## src/rtl/fp_round_pkg.sv

```systemverilog
// ============================================================================
// Module      : fp_round_pkg
// Description : Shared types and helpers for the FP rounding datapath.
// Revision    : 1.0  initial release
// ============================================================================
`default_nettype none

package fp_round_pkg;

  typedef enum logic [1:0] {
    RUP   = 2'b00,
    RDOWN = 2'b01,
    RTE   = 2'b10,
    RTAZ  = 2'b11
  } round_mode_t;

  localparam int GRS_W = 3;

  // All-ones biased exponent (inf/NaN encoding) for an exponent of width ew.
  function automatic logic [31:0] EXP_MAX(input int unsigned ew);
    return (32'd1 << ew) - 32'd1;
  endfunction

endpackage

`default_nettype wire

```

## src/rtl/fp_round_decide.sv

```systemverilog
// ============================================================================
// Module      : fp_round_decide
// Description : Combinational round-increment and inexact decision.
// Revision    : 1.0  initial release
// ============================================================================
`default_nettype none

module fp_round_decide
  import fp_round_pkg::*;
(
  input  logic             sign,
  input  logic             lsb,
  input  logic [GRS_W-1:0] grs,
  input  logic [1:0]       mode,
  output logic             inc,
  output logic             inexact
);

  logic w_g;
  logic w_r;
  logic w_st;
  logic w_any;

  assign w_g     = grs[2];
  assign w_r     = grs[1];
  assign w_st    = grs[0];
  assign w_any   = w_g | w_r | w_st;
  assign inexact = w_any;

  always_comb begin
    inc = 1'b0;
    case (round_mode_t'(mode))
      RUP:     inc = ~sign & w_any;
      RDOWN:   inc = sign & w_any;
      RTE:     inc = w_g & (w_r | w_st | lsb);
      RTAZ:    inc = w_g;
      default: inc = 1'b0;
    endcase
  end

endmodule

`default_nettype wire

```

## src/rtl/fp_round_pipe.sv

```systemverilog
// ============================================================================
// Module      : fp_round_pipe
// Description : Two-stage pipelined IEEE-754 rounding unit, valid/ready on both sides.
// Revision    : 1.0  initial release
// ============================================================================
`default_nettype none

module fp_round_pipe
  import fp_round_pkg::*;
#(
  parameter int EW = 8,
  parameter int MW = 23
) (
  input  logic             clk,
  input  logic             rst_n,
  input  logic             in_valid,
  output logic             in_ready,
  input  logic             in_sign,
  input  logic [EW-1:0]    in_exp,
  input  logic [MW:0]      in_mant,
  input  logic [GRS_W-1:0] in_grs,
  input  logic [1:0]       in_mode,
  output logic             out_valid,
  input  logic             out_ready,
  output logic             out_sign,
  output logic [EW-1:0]    out_exp,
  output logic [MW-1:0]    out_frac,
  output logic             out_inexact,
  output logic             out_overflow,
  output logic             out_renorm
);

  localparam logic [EW-1:0] c_exp_max = EW'(EXP_MAX(EW));

  logic            w_adv1;
  logic            w_adv2;
  logic            w_inc;
  logic            w_inexact;
  logic            w_special;
  logic [MW+1:0]   w_sum;

  logic            r1_valid;
  logic [MW+1:0]   r1_sum;
  logic            r1_sign;
  logic [EW-1:0]   r1_exp;
  logic            r1_any;
  logic            r1_special;

  logic [EW:0]     w_exp_inc;
  logic [EW-1:0]   w_exp;
  logic [MW-1:0]   w_frac;
  logic            w_ovf;
  logic            w_ren;

  assign w_adv2   = ~out_valid | out_ready;
  assign w_adv1   = ~r1_valid | w_adv2;
  assign in_ready = w_adv1;

  fp_round_decide u_decide (
    .sign    (in_sign),
    .lsb     (in_mant[0]),
    .grs     (in_grs),
    .mode    (in_mode),
    .inc     (w_inc),
    .inexact (w_inexact)
  );

  // Specials (inf/NaN) bypass rounding entirely.
  assign w_special = (in_exp == c_exp_max);
  assign w_sum     = {1'b0, in_mant} + {{(MW+1){1'b0}}, (w_inc & ~w_special)};

  always_ff @(posedge clk) begin
    if (!rst_n) begin
      r1_valid   <= 1'b0;
      r1_sum     <= '0;
      r1_sign    <= 1'b0;
      r1_exp     <= '0;
      r1_any     <= 1'b0;
      r1_special <= 1'b0;
    end else if (w_adv1) begin
      r1_valid <= in_valid;
      if (in_valid) begin
        r1_sum     <= w_sum;
        r1_sign    <= in_sign;
        r1_exp     <= in_exp;
        r1_any     <= w_inexact & ~w_special;
        r1_special <= w_special;
      end
    end
  end

  assign w_exp_inc = {1'b0, r1_exp} + {{EW{1'b0}}, 1'b1};

  always_comb begin
    w_exp  = r1_exp;
    w_frac = r1_sum[MW-1:0];
    w_ovf  = 1'b0;
    w_ren  = 1'b0;
    if (!r1_special) begin
      if (r1_sum[MW+1]) begin
        w_exp  = w_exp_inc[EW] ? c_exp_max : w_exp_inc[EW-1:0];
        w_frac = '0;
        w_ren  = 1'b1;
      end else if ((r1_exp == '0) && r1_sum[MW]) begin
        w_exp = {{(EW-1){1'b0}}, 1'b1};
        w_ren = 1'b1;
      end
      // Every increment moves toward larger magnitude, so a carry into max exp is inf.
      if (w_exp == c_exp_max) begin
        w_frac = '0;
        w_ovf  = 1'b1;
      end
    end
  end

  always_ff @(posedge clk) begin
    if (!rst_n) begin
      out_valid    <= 1'b0;
      out_sign     <= 1'b0;
      out_exp      <= '0;
      out_frac     <= '0;
      out_inexact  <= 1'b0;
      out_overflow <= 1'b0;
      out_renorm   <= 1'b0;
    end else if (w_adv2) begin
      out_valid <= r1_valid;
      if (r1_valid) begin
        out_sign     <= r1_sign;
        out_exp      <= w_exp;
        out_frac     <= w_frac;
        out_inexact  <= r1_any;
        out_overflow <= w_ovf;
        out_renorm   <= w_ren;
      end
    end
  end

endmodule

`default_nettype wire

```

## config.mk

```make
export PLATFORM = sky130hd
export DESIGN_NAME = fp_round_pipe
export DESIGN_NICKNAME = d
export VERILOG_FILES = /design/src/rtl/fp_round_pkg.sv /design/src/rtl/fp_round_decide.sv /design/src/rtl/fp_round_pipe.sv
export SDC_FILE = /design/constraint.sdc
export NUM_CORES = 1
export LEC_CHECK = 0
export CAP_MARGIN = 20
export CORE_ASPECT_RATIO = 1.75
export CORE_MARGIN = 5
export CORE_UTILIZATION = 59
export CTS_CLUSTER_DIAMETER = 120
export DETAILED_ROUTE_END_ITERATION = 16
export DONT_BUFFER_PORTS = 1
export GPL_TIMING_DRIVEN = 0
export PLACE_DENSITY = 0.84
export REMOVE_ABC_BUFFERS = 1
export SETUP_SLACK_MARGIN = 0.02
export SKIP_LAST_GASP = 1
export SYNTH_ARGS = -nofsm -noshare
export SYNTH_HDL_FRONTEND = slang
export SYNTH_SLANG_ARGS = --single-unit
```

## constraint.sdc

```tcl
create_clock -name clk -period 2.9 [get_ports clk]
set_clock_uncertainty 0.15 [all_clocks]
set_input_delay 0.29 -clock clk [delete_from_list [all_inputs] [get_ports clk]]
set_output_delay 0.29 -clock clk [all_outputs]
set_load 0.05 [all_outputs]
```

---- After elaboration in Yosys (flattened, before gate mapping) ----
Cells that the tools add are included.
word-level totals
  output and inout port bits .............. 37
  word-level logic and storage cells ...... 54
  memory bits (writable) .................. 0
  latch bits .............................. 0
  register bits ........................... 73
  memories kept ........................... 0
  ROM bits ................................ 0
  bits of input ports ..................... 42
cells by class
  magnitude comparators ................... 0
  divide/modulo/power cells ............... 0
  shift-type cells ........................ 0
  add/subtract/negate cells ............... 2
  bitwise gates (word level) .............. 15
  multiply operators ...................... 0
  equal/unequal tests ..................... 5
  multiplexer cells ....................... 14
  reductions and logical operators ........ 5
operators with widths
  operator                                                               count
  23-bit 2-to-1 mux                                                      3
  8-bit 2-to-1 mux                                                       5
  24-bit by 1-bit adder with 25-bit output                               1
  8-bit equality test, second input constant                             2
  8-bit by 1-bit adder with 9-bit output, second input constant          1
  8-bit zero test                                                        1
  1-bit OR                                                               6
  1-bit bitwise AND                                                      5
  1-bit 2-to-1 mux                                                       5
  2-bit equality test, second input constant                             2
  1-bit inverter                                                         4
  1-bit case mux with 4 select lines                                     1
  2-bit AND reduction                                                    2
  2-bit by 1-bit equality test with 1-bit output, second input constant  1
  2-bit zero test                                                        1
  1-bit logical AND                                                      1

---- Depth between registers and ports, before layout ----
  word-level depth ........................ 8
  mapped depth ............................ 11

---- Cells and area by module ----
From an unflattened synthesis, not the netlist that was laid out.
unflattened totals
  cells, all modules ...................... 479
  area, all modules ....................... 3,768.6 um2
modules (own cells, without submodules)
  module           area an instance (um2)  cells an instance  instances  seq. area each (um2)
  fp_round_pipe    3,729.8                 474                1          1,461.4
  fp_round_decide  38.8                    5                  1          0.0

---- Least setup slack after synthesis ----
Ideal clock, no wire load.
  kind .................................... input port to flip-flop
  from .................................... in in_mode[1]
  to ...................................... reg r1_sum[24]
  arrival time ............................ 2.201 ns
  setup time .............................. 0.070 ns
  slack ................................... 0.478 ns
  cell stages on the path ................. 10
  cells stage by stage .................... mux2i_1 nor2_1 nor4_1 ha_1 ha_1 nand4_1 nor4_4 nand2_1 or3_1 a21oi_1
between the ends
  cells in the longest elaborated chain, start to end .. 4
  elaborated cells between the ends (all ways) .. 7
  classes of those cells .................. add/sub (1); eq/ne (3); mux (1); bitwise (1); reduce/logical (1)
ends and longest elaborated chain
  what                                               line                   text
  from (decl)                                        fp_round_pipe.sv:22    input logic [1:0] in_mode,
  2-bit equality test, or another cell as far along  fp_round_decide.sv:32  case (round_mode_t'(mode))
  1-bit case mux with 4 select lines *               fp_round_decide.sv:32
  1-bit bitwise AND *                                fp_round_pipe.sv:70    assign w_sum = {1'b0, in_mant} + {{(MW+1){1'b0}}, (w_inc & ~w_special)};
  24-bit by 1-bit adder with 25-bit output *         fp_round_pipe.sv:70
  to (signal assigned)                               fp_round_pipe.sv:83    r1_sum <= w_sum;
  to (decl)                                          fp_round_pipe.sv:43    logic [MW+1:0] r1_sum;
Mark *: on every way between the ends. The rest lies on a longest branch, timed or not.
A chain may end at the register's enable or synchronous reset.

---- Worst setup path after layout ----
  from .................................... reg r1_exp[0]
  to ...................................... reg out_frac[13]
between the ends
  cells in the longest elaborated chain, start to end .. 8
  elaborated cells between the ends (all ways) .. 10
  classes of those cells .................. add/sub (1); eq/ne (1); mux (6); reduce/logical (2)
ends and longest elaborated chain
  what                                                                            line                  text
  from (decl)                                                                     fp_round_pipe.sv:45   logic [EW-1:0] r1_exp;
  from (signal assigned)                                                          fp_round_pipe.sv:85   r1_exp <= in_exp;
  branches (longest 3 deep; another with 8-bit by 1-bit adder with 9-bit output)  --
  8-bit 2-to-1 mux *                                                              fp_round_pipe.sv:100  if (r1_sum[MW+1]) begin
  8-bit 2-to-1 mux *                                                              fp_round_pipe.sv:99   if (!r1_special) begin
  8-bit equality test *                                                           fp_round_pipe.sv:109  if (w_exp == c_exp_max) begin
  23-bit 2-to-1 mux *                                                             fp_round_pipe.sv:109
  23-bit 2-to-1 mux *                                                             fp_round_pipe.sv:99
  to (signal assigned)                                                            fp_round_pipe.sv:130  out_frac <= w_frac;
  to (decl)                                                                       fp_round_pipe.sv:27   output logic [MW-1:0] out_frac,
Every way passes the cells marked *. The select of a mux whose other input is x is not followed.

==> summary.md <==
| Metric | Value |
|---|---|
| Final min period | 2710 ps |
| Outcome | finished, final reports clean |
| DR pass1 iterations | 4 |
| Clk Tree Root Cell | clkbuf_8 |
| Slew at the pin with the worst max-slew slack | approximately 770 ps |
| Io pins | 79 |
| Remaining DRCs | 0 |
| Count of pins over their slew limit | 0 |
| Placed cells | approximately 440 |
| Most common flop cell mapped by yosys | dfxtp_1 |
| Hold path cells | 2 |
| Max Cap Viol | 0 |
| Post-layout util | a little under 70% |
| Cells after Synth | slightly below 400 |
| Overflow after GRT | 0 |
| # diodes | 0 |
| Post-Place Worst Slack | ~19 ps |
| Vias per cell | just over 6 |
| Max-slew headroom | between 40% and 50% |
| Num CTS Buffers | 9 |
| YS warnings | 0 |
| Worst path cell trace | ha_2 -> nand4_1 -> or2_2 -> o211ai_1 -> a41oi_4 -> a22o_2 |
| Power Total | about 0.0022 W |
| Share of layout cells above drive strength 1 | 8.46% |
| Startpoint Class | register |
| Post-synth top area cell | dfxtp_1 |
| DIE HEIGHT | about 110 µm |
| Starting Density | 60.8% |
| Fillers | 462 |
| Port buffer count | 0 |
| Final Hold Vio Count | 0 |
| DIE AREA | around 7500 µm² |
| Largest net degree at the start of global routing | 53 |
| Lkg Pwr | 1.37 nW |
| Synth area leaders | dfxtp_1, nand2_1, a21oi_1, a22o_1, xor2_1 |
| Yosys top cell area share | a little over two fifths |
| Yosys cell types | between 50 and 60 |
| WP data arrival | ~2800 ps |
| CTS clk-pin slew, worst paths | 70 ps |
| CP max-delay cell | dfxtp_1 |
| Total GRT Usage | between 20% and 30% |
| Slowest stage delay, CP | around 520 ps |
| DP HPWL | roughly 5700 µm |
| Die Wd | about 68 µm |
| Kind of critical path | reg2reg |
| Final setup vio count | 0 |
| Worst reg2reg path startpoint | r1_exp[0] |
| Synth async-reset ratio | 0% |
| Initial antenna violation count | 0 |
| Post-route setup slack | between 150 and 200 ps |
| Tcrit/Tclk final | just over 90% |
| DRT iter0 DRCs | slightly below 300 |
| Final antenna-violating net count | 0 |
| Final RePlAce weighted congestion | around 0.87 |
| Worst skew pair latency | about 350 ps |
| Layout Nets | approximately 440 |
| Clock sinks | 73 |
| Post-detailed-route wirelength per cell | 17.7 µm |
| H-tree depth | 3 |
| #FFs+latches synth | 73 |
| Final WL | ~8400 µm |
| Hold path startpoint | in_mant[22] |
| Worst-path fanout max | 23 |
| WHS Endpoint | r1_sum[22] |
| Mapped Area | around 3400 µm² |
| R2r endpoint | out_frac[13] |
| Reg-to-reg setup timing slack | 190 ps |
| Power Density | just under 600 nW/µm² |
| R2R depth | 6 |
| First-pass GRT wire length | 13,700 µm |
| CTS tree | done |
| Core Area | roughly 5600 µm² |
| Average cell area after synthesis | between 8 and 9 µm² |
| Max Freq | between 300 and 400 MHz |
| Via count | ~2,900 |
| P&R area growth vs syn | 12.9% |
| Critical path required time | roughly 3000 ps |
| EDFF count, synth | 0 |
| Clk buf depth | 2 |
| RSZ-0062 raised after global routing | no |
| Non-Filler Instances | 478 |
| Worst hold path type | in2reg |
| VDD IR max | around 0.52 mV |
| Std cell rows | 36 |
| Crit end category | register |
| Post-synthesis sequential area ratio | about 43% |
| Vias in the first global route | 2,948 |
## worst max-delay path by stage
| stage | from | cells past startpoint | to | slack, ps |
|---|---|---|---|---|
| after floorplan | out_valid | 4 | r1_sum[12] | 260 |
| after global placement | rst_n | 3 | out_frac[12] | -430 |
| after detailed placement | in_exp[2] | 9 | r1_sum[19] | 20 |
| after CTS | r1_exp[0] | 6 | out_frac[13] | 110 |
| after global routing | r1_exp[0] | 6 | out_frac[13] | 40 |
| final | r1_exp[0] | 6 | out_frac[13] | 190 |
## worst max-delay path: cells and delay by family, from the launching register on
family / cells / cell delay (ps)
simple gates: 2 / 580
flops: 1 / 520
compound gates: 3 / 970
fa+ha+maj: 1 / 380
## final cells by class
type / count / area (µm²) / share of cell area [%]
repair buffers: 26 / 293 / 7.57
well taps: 76 / 95.1 / 2.46
multi-input cells: 281 / 1770 / 45.8
flip-flops and latches: 73 / 1460 / 37.8
clock inverters: 2 / 60.1 / 1.55
inverters: 6 / 22.5 / 0.583
clock buffers: 14 / 163 / 4.21
## synth_stat cells (2+ instances only)
| library cell | n |
|---|---|
| buf_4 | 3 |
| ha_1 | 5 |
| a22o_1 | 20 |
| nand3b_1 | 2 |
| a31oi_1 | 4 |
| xor2_1 | 16 |
| a21oi_1 | 36 |
| nand4_1 | 13 |
| inv_1 | 5 |
| o211ai_1 | 4 |
| and3_2 | 2 |
| nand3_1 | 13 |
| nor3_1 | 9 |
| buf_6 | 5 |
| dlymetal6s2s_1 | 2 |
| nor4_1 | 3 |
| and4_1 | 3 |
| a22o_2 | 3 |
| clkbuf_1 | 13 |
| and3_1 | 3 |
| nor2_1 | 29 |
| buf_2 | 3 |
| o21ai_0 | 15 |
| dfxtp_1 | 73 |
| nand2_1 | 52 |
| a211oi_1 | 15 |
| and2_1 | 4 |
| xnor2_1 | 6 |
| or3_1 | 2 |
## kinds of logic (layout without fill, tap and decap cells)
logic type / Yosys count / after routing / share of synthesized area, %
DFF: 73 / 73 / 42.7
muxes: 2 / 2 / 0.621
xor gates and xnor gates: 22 / 22 / 5.63
AOI/OAI and AO/OA: 107 / 107 / 22.2
adders and majority gates: 5 / 5 / 1.83
and+or+nand+nor: 145 / 145 / 21.3
buffers and inverters: 33 / 48 / 5.77
## what timing repair did
item                       4_1_cts  5_1_grt
hold buffers                    23        0
hold endpoints to repair        24        0
gates resized for setup          0        1
setup buffers                    0        0
setup endpoints to repair        0       23
## power breakdown
| part | total [W] | internal (W) | leakage (nW) | switching (W) |
|---|---|---|---|---|
| Combinational | 0.000199 | 0.0000910 | 0.660 | 0.000108 |
| Clock | 0.000890 | 0.000533 | 0.111 | 0.000356 |
| Sequential | 0.00115 | 0.00105 | 0.598 | 0.0000990 |
| Total | 0.00224 | 0.00168 | 1.37 | 0.000563 |
## state kept, by name, summed over array words and instances (netlist names)
register / cells
out_overflow: 1
r1_any: 1
r1_special: 1
r1_sign: 1
r1_sum: 25
out_exp: 8
out_valid: 1
r1_exp: 8
out_inexact: 1
out_frac: 23
out_renorm: 1
r1_valid: 1
out_sign: 1
## layer usage
metal,routed length (µm),track usage [%]
met1,2890,24.0
met2,4690,41.6
met3,591,8.11
met4,276,12.7
met5,0,0
## placed cells by master (no fill, tap or decap), drive strengths merged, types with 3 or more instances in the layout
| cell | n |
|---|---|
| nor2 | 29 |
| xnor2 | 6 |
| dfxtp | 73 |
| ha | 5 |
| dlygate4sd3 | 23 |
| o21ai | 15 |
| o211ai | 4 |
| nor3 | 9 |
| a22o | 23 |
| and3 | 5 |
| and2 | 5 |
| xor2 | 16 |
| buf | 3 |
| nand3 | 14 |
| nand4 | 14 |
| a31oi | 4 |
| nand2 | 52 |
| inv | 5 |
| clkbuf | 14 |
| a211oi | 16 |
| a21oi | 36 |
| and4 | 3 |
| nor4 | 4 |
## through the flow
step | hold slack (ps) | cell area (µm²) | TNS [ps]
6_report | 20.5 | 3870 | 0
5_1_grt | 13.1 | 3870 | 0
4_1_cts | 2.65 | 3860 | 0
3_5_place_dp | 278 | 3410 | 0
3_3_place_gp | 272 | 3340 | -16160
2_1_floorplan | 269 | 3250 | 0
(Power assumes the default switching activity.)
